### config.mk
export PLATFORM = sky130hd
export DESIGN_NAME = boot_ctrl
export DESIGN_NICKNAME = d
export VERILOG_FILES = /design/src/rtl/boot_ctrl.sv
export SDC_FILE = /design/constraint.sdc
export NUM_CORES = 1
export LEC_CHECK = 0
export CORE_MARGIN = 2
export CORE_UTILIZATION = 45
export CTS_CLUSTER_SIZE = 25
export DETAILED_ROUTE_END_ITERATION = 16
export GPL_TIMING_DRIVEN = 0
export PLACE_DENSITY_LB_ADDON = 0.1
export SLEW_MARGIN = 5
export SYNTH_ARGS = -nofsm -noshare
export SYNTH_HDL_FRONTEND = slang
export SYNTH_SLANG_ARGS = --single-unit
### constraint.sdc
create_clock -name clk -period 4.16 [get_ports clk]
set_input_delay 0.624 -clock clk [delete_from_list [all_inputs] [get_ports clk]]
set_output_delay 0.624 -clock clk [all_outputs]
set_load 0.03 [all_outputs]
### src/rtl/boot_ctrl.sv
// Boot sequencer: synchronises PLL lock and the reset button, debounces the button,
// and sequences MCU reset release and the start pulse, with loader override.
module boot_ctrl #(
  parameter int unsigned DEBOUNCE_CYCLES    = 16,
  parameter int unsigned HOLD_CYCLES        = 4,
  parameter logic [31:0] DEFAULT_START_ADDR = 32'h8000_0000,
  parameter logic [31:0] DEFAULT_STACK_ADDR = 32'h8000_3FF0
) (
  input  logic        clk,
  input  logic        reset_n,
  input  logic        pll_locked,
  input  logic        crest_n,
  input  logic        loader_cpu_reset,
  input  logic        loader_cpu_start,
  input  logic [31:0] loader_start_addr,
  output logic        cpu_reset_n,
  output logic        cpu_start,
  output logic [31:0] cpu_start_addr,
  output logic        stack_we,
  output logic [31:0] stack_data,
  output logic [1:0]  boot_state
);

  localparam int DB_W   = $clog2(DEBOUNCE_CYCLES + 1);
  localparam int HOLD_W = (HOLD_CYCLES > 1) ? $clog2(HOLD_CYCLES) : 1;
  localparam logic [DB_W-1:0]   DB_LAST   = DB_W'(DEBOUNCE_CYCLES - 1);
  localparam logic [HOLD_W-1:0] HOLD_LAST = HOLD_W'(HOLD_CYCLES - 1);

  typedef enum logic [1:0] {
    IDLE  = 2'd0,
    HOLD  = 2'd1,
    START = 2'd2,
    RUN   = 2'd3
  } state_e;

  logic              pll_meta_q, pll_meta_d, pll_sync_q, pll_sync_d;
  logic              btn_meta_q, btn_meta_d, btn_sync_q, btn_sync_d;
  logic              btn_db_q, btn_db_d;
  logic [DB_W-1:0]   db_cnt_q, db_cnt_d;
  logic [HOLD_W-1:0] hold_cnt_q, hold_cnt_d;
  logic [31:0]       pend_addr_q, pend_addr_d;
  state_e            state_q, state_d;
  logic              cpu_reset_n_q, cpu_reset_n_d;
  logic              cpu_start_q, cpu_start_d;
  logic              stack_we_q, stack_we_d;
  logic [31:0]       start_addr_q, start_addr_d;
  logic              abort;

  // Synchronisers and debouncer; btn_db_q = 1 means released.
  always_comb begin
    pll_meta_d = pll_locked;
    pll_sync_d = pll_meta_q;
    btn_meta_d = crest_n;
    btn_sync_d = btn_meta_q;
    btn_db_d   = btn_db_q;
    db_cnt_d   = db_cnt_q;
    if (btn_sync_q == btn_db_q) begin
      db_cnt_d = '0;
    end else if (db_cnt_q >= DB_LAST) begin
      btn_db_d = btn_sync_q;
      db_cnt_d = '0;
    end else begin
      db_cnt_d = db_cnt_q + DB_W'(1);
    end
  end

  assign abort = ~pll_sync_q | ~btn_db_q;

  // Priority: abort > loader start > loader reset > hold count.
  always_comb begin
    state_d     = state_q;
    hold_cnt_d  = hold_cnt_q;
    pend_addr_d = pend_addr_q;
    unique case (state_q)
      IDLE: begin
        if (abort) begin
          state_d = IDLE;
        end else if (loader_cpu_start) begin
          state_d     = START;
          pend_addr_d = loader_start_addr;
        end else if (!loader_cpu_reset) begin
          state_d    = HOLD;
          hold_cnt_d = '0;
        end
      end
      HOLD: begin
        if (abort) begin
          state_d = IDLE;
        end else if (loader_cpu_start) begin
          state_d     = START;
          pend_addr_d = loader_start_addr;
        end else if (loader_cpu_reset) begin
          hold_cnt_d = '0;
        end else if (hold_cnt_q == HOLD_LAST) begin
          state_d     = START;
          pend_addr_d = DEFAULT_START_ADDR;
        end else begin
          hold_cnt_d = hold_cnt_q + HOLD_W'(1);
        end
      end
      START: state_d = RUN;
      RUN: begin
        if (abort) begin
          state_d = IDLE;
        end else if (loader_cpu_start) begin
          state_d     = START;
          pend_addr_d = loader_start_addr;
        end else if (loader_cpu_reset) begin
          state_d = IDLE;
        end
      end
      default: state_d = IDLE;
    endcase
  end

  // Outputs are decoded from the next state so they register alongside boot_state.
  always_comb begin
    cpu_reset_n_d = (state_d == START) || (state_d == RUN);
    cpu_start_d   = (state_d == START);
    stack_we_d    = (state_d == START);
    start_addr_d  = (state_d == START) ? pend_addr_d : 32'h0;
  end

  always_ff @(posedge clk or negedge reset_n) begin
    if (!reset_n) begin
      pll_meta_q    <= 1'b0;
      pll_sync_q    <= 1'b0;
      btn_meta_q    <= 1'b0;
      btn_sync_q    <= 1'b0;
      btn_db_q      <= 1'b1;
      db_cnt_q      <= '0;
      hold_cnt_q    <= '0;
      pend_addr_q   <= 32'h0;
      state_q       <= IDLE;
      cpu_reset_n_q <= 1'b0;
      cpu_start_q   <= 1'b0;
      stack_we_q    <= 1'b0;
      start_addr_q  <= 32'h0;
    end else begin
      pll_meta_q    <= pll_meta_d;
      pll_sync_q    <= pll_sync_d;
      btn_meta_q    <= btn_meta_d;
      btn_sync_q    <= btn_sync_d;
      btn_db_q      <= btn_db_d;
      db_cnt_q      <= db_cnt_d;
      hold_cnt_q    <= hold_cnt_d;
      pend_addr_q   <= pend_addr_d;
      state_q       <= state_d;
      cpu_reset_n_q <= cpu_reset_n_d;
      cpu_start_q   <= cpu_start_d;
      stack_we_q    <= stack_we_d;
      start_addr_q  <= start_addr_d;
    end
  end

  assign cpu_reset_n    = cpu_reset_n_q;
  assign cpu_start      = cpu_start_q;
  assign stack_we       = stack_we_q;
  assign cpu_start_addr = start_addr_q;
  assign stack_data     = DEFAULT_STACK_ADDR;
  assign boot_state     = state_q;

endmodule

* Word level (Yosys, flattened, before mapping)
Cells that the tools add are included.
Word-level totals: register bits 80, input port bits 38, output and inout port bits 69, logic and storage cells 67
Cells by class: $add $sub $neg 2, $lt $le $gt $ge 1, eq/ne operators 13, multiplexer cells 29, bitwise gates (word level) 4, reductions and logical operators 6
Operators by type and width (number):
- $mux W32 | 7
- $pmux W32 S2 | 1
- $mux W2 | 17
- $eq A2 B2 Y1 const B | 5
- $mux W5 | 2
- $ne A2 B2 Y1 const B | 5
- $pmux W2 S4 | 1
- $reduce_and A7 Y1 | 1
- $add A5 B1 Y5 const B | 1
- $ge A5 B4 Y1 const B | 1
- $pmux W2 S2 | 1
- $ne A3 B3 Y1 const B | 1
- $not A1 Y1 | 3
- $add A2 B1 Y2 const B | 1
- $eq A2 B1 Y1 const B | 1
- $logic_not A2 Y1 | 1
- $reduce_and A2 Y1 | 1
- $reduce_bool A2 Y1 | 1
- $reduce_or A2 Y1 | 1
- $eq A1 B1 Y1 | 1
- $logic_or A1 B1 Y1 | 1
- $or A1 B1 Y1 | 1

* Depth between registers and ports, before layout
depth after elaboration 8, gate-level depth with buffers 9, gate-level depth less buffers 7

* Worst setup path after synthesis
No wires, ideal clock.
kind register -> register, from register, netlist name cpu_reset_n, to register start_addr_q[5], in the netlist cpu_start_addr[5], setup time 0.129 ns, arrival time 1.882 ns, data required time 4.031 ns, path slack 2.149 ns, stages on the path, launching flop included 10, buffers on the path 3, period minus slack after synthesis 2.011 ns, cells stage by stage dfrtp_1 > inv_1 > ha_1 > buf_4 > nor2b_4 > a221oi_2 > o31a_1 > buf_6 > buf_6 > nor3_2
RTL lines:
- end signal: assignment | RTL line 152 | start_addr_q <= start_addr_d;
- end: declaration | RTL line 46 | logic [31:0] start_addr_q, start_addr_d;

==> impl_results.md <==
* Status: completed
* Post_cts resized at 0
* Hold WS at ~0.25 ns
* Fill cell count at 653
* Tmin final at 2.26 ns
* CTS root buf: clkbuf_8
* Peak Freq at 442 MHz
* Max Slew Vio Count at 0
* Post-route ant nets at 0
* Synthesized area at ~3600 µm²
* Crit-path max cell delay at 0.65 ns
* Slew HR at 65.5%
* Post-synth EDFFs at 0
* Initial antenna violation count at 0
* Area grow syn2layout at 32.7%
* Register area at 1980 µm²
* Syn avg cell area at 12.1 µm²
* Pin count of the biggest net entering global routing at 41
* Drc violations at 0
* Worst R2R Path Depth at 8
* Vias/cell at ~4.7
* GR Overflow Total at 0
* Asr flop ratio synth at 100%
* Design Area, Final at 4740 µm²
* DP Area at 4570 µm²
* Most common cell after layout, fill and taps aside: dfrtp_1
* CTS tree: done
* Initial Util at a little under half
* Largest cells by area after synthesis: dfrtp_1 (55%), buf_4 (8.0%), nor3_2 (7.9%), a22oi_1 (4.6%), nor2_1 (4.2%)
* P per Cell Area at 297 nW/µm²
* Final net count at ~460
* # hold bufs at CTS at 0
* CORE AREA at 7690 µm²
* Routed met1 length at roughly 3100 µm
* Vias in the first global route at 2424
* Critical path required time at roughly 3.5 ns
* Number of cell rows at 32
* Register area share after synthesis at 55.4%
* Layout cells sized above 1 at 27.5%
* Tot GR Track Use at 17.7%
* Lkg Pwr at 2.18 nW
* DRT iter0 DRCs at 70
* Synth top area share at 54.7%
* WP buf/inv at 2
* Reg-to-reg setup timing slack at 1.99 ns
* CTS sink count at 79
* Ant. Diodes at 0
* Clock latency on the worst-skew pair at between 0.3 and 0.4 ns
* Post-route insts no fill at 517
* Setup-failing EPs final at 0
* Crit-path cells: buf_4 -> clkdlybuf4s50_1
* Top routing layer used: met4
* Die W at 93.1 µm
* CTS H-tree lvls at 3
* DR WL met3 at 455 µm
* Worst-path maximum fanout at 7
* Clk pin slew, worst setup/hold paths at 0.09 ns
* WL final at 7130 µm
* Post-DP HPWL at 5000 µm
* Die Area at 8660 µm²
* DR WL/cell at roughly 14 µm
* Multi-input logic area at 1280 µm²
* Die Ht at 93.1 µm
* Top Ports at 107
* Max IR drop VDD at 0.182 mV
* RSZ-0062 raised after global routing: no
* RePlAce Congestion at 0.741
* # Post-CTS Setup Buffers at 0
* Synth Flop Type: dfrtp_1
* Placed insts at ~500
* Flops & latches, synth at 79
* Maxcap violations at 0
* Clock buffer depth at 2
* Worst reg2reg endpoint: cpu_start_addr[19]
* Synth Instances at 295
* Warnings, synthesis at 0
* Slowest CP cell: clkdlybuf4s50_1
* Worst-Margin Slew at ~0.52 ns
* Worst EP arrival at 1.64 ns
* Overall Power at around 1.4 mW
* Synth cell types at 41
* WS Path Type: flip-flop to primary output
* Crit Reg-Reg Startpoint: cpu_reset_n
* Via count at 2428
* CP Capture Type: primary output
* First-pass GRT wire length at 11900 µm
* Number of port buffers at between 70 and 80
* Worst Hold Class: input pin to asynchronous set/reset pin
* Synth area leader: dfrtp_1
* Clock Skews at 0.0120 ns
* TritonRoute pass-1 iters at 4
* Num CTS Buffers at 9
* Final period utilization at approximately 54%
* Commonest non-fill, non-tap cells in the layout: dfrtp_1 (78), clkdlybuf4s50_1 (73), nor2_1 (40)
* Met2 Wirelength at 3480 µm
* Final Hold Fails at 0
* CP delay by family, top: buffers and inverters
* Critical path launch point type: flip-flop
routing by layer:
metal / vias to the layer above / GRT usage, %
li1: 1172 / -
met1: 1193 / 22.9
met2: 57 / 28.1
met3: 6 / 6.93
met4: 0 / 4.04
met5: - / 0
sequential cells by signal, summed over array words and instances (netlist names):
| name | cells |
|---|---|
| btn_sync_q | 1 |
| cpu_start_addr | 32 |
| cpu_reset_n | 1 |
| btn_db_q | 1 |
| pll_meta_q | 1 |
| pend_addr_q | 32 |
| stack_we | 1 |
| boot_state | 1 |
| db_cnt_q | 5 |
| pll_sync_q | 1 |
| btn_meta_q | 1 |
| hold_cnt_q | 2 |
area by class of cell:
| type | instances | area share (%) |
|---|---|---|
| tap | 102 | 2.69 |
| buffer | 52 | 8.48 |
| inverter | 6 | 0.475 |
| timing repair buffer | 75 | 16.0 |
| clock inverter | 6 | 0.951 |
| multi-input combinational | 188 | 27.0 |
| clock buffer | 9 | 2.61 |
| sequential | 79 | 41.8 |
metrics by stage:
stage	util, %	setup WS [ns]	setup TNS (ns)
4_1_cts	61.6	1.88	0
6_report	61.6	1.90	0
5_1_grt	61.6	1.83	0
3_3_place_gp	59.2	-0.372	-28.74
2_1_floorplan	-	2.15	0
3_5_place_dp	59.4	1.78	0
power breakdown:
part	switching (mW)	internal [mW]	leakage (nW)
sequential	0.00444	0.775	1.09
clock	0.279	0.216	0.0781
combinational	0.0726	0.0600	1.01
total	0.356	1.05	2.18
kinds of logic after synthesis:
group | Yosys count | synth area share [%]
compound gates | 51 | 12.2
flops | 79 | 55.4
mux | 1 | 0.315
other cells | 2 | 0.210
buf+inv | 58 | 11.9
fa+ha+maj | 7 | 2.45
simple gates | 95 | 17.0
xor+xnor | 2 | 0.491
worst reg2reg max path, stage by stage (launching register included):
cell and delay [ns]:
dfrtp_1 0.49, inv_1 0.10, ha_1 0.20, buf_4 0.16, nor3b_2 0.43, nor2_1 0.11, o21ai_2 0.14, buf_2 0.36
nor3_2 0.07
synthesized netlist by cell type (2+ instances only):
| library cell | number |
|---|---|
| nor3_1 | 3 |
| a21o_1 | 2 |
| ha_1 | 7 |
| nand2b_1 | 3 |
| and2_1 | 2 |
| nor2b_1 | 5 |
| a22oi_1 | 22 |
| conb_1 | 2 |
| xnor2_1 | 2 |
| o21ai_0 | 3 |
| a21oi_1 | 2 |
| a221oi_2 | 2 |
| buf_6 | 8 |
| buf_2 | 3 |
| and3b_1 | 3 |
| inv_1 | 5 |
| nor2_1 | 40 |
| clkbuf_1 | 3 |
| o21ai_2 | 2 |
| nor3_2 | 28 |
| nor4_1 | 2 |
| buf_4 | 38 |
| a22oi_2 | 10 |
| nand2_1 | 4 |
| dfrtp_1 | 78 |
worst max-delay path by stage:
stage	startpoint	endpoint	slack (ns)	depth (start not counted)
floorplan	cpu_reset_n	cpu_start_addr[5]	2.15	9
detailed placement	loader_cpu_start	cpu_start_addr[19]	1.78	6
global route	cpu_reset_n	boot_state[1]	1.83	2
CTS	cpu_reset_n	boot_state[1]	1.88	2
finish	cpu_reset_n	boot_state[1]	1.90	2
global placement	reset_n	pend_addr_q[2]	-0.37	1
Power figures use the tool's default switching activity.
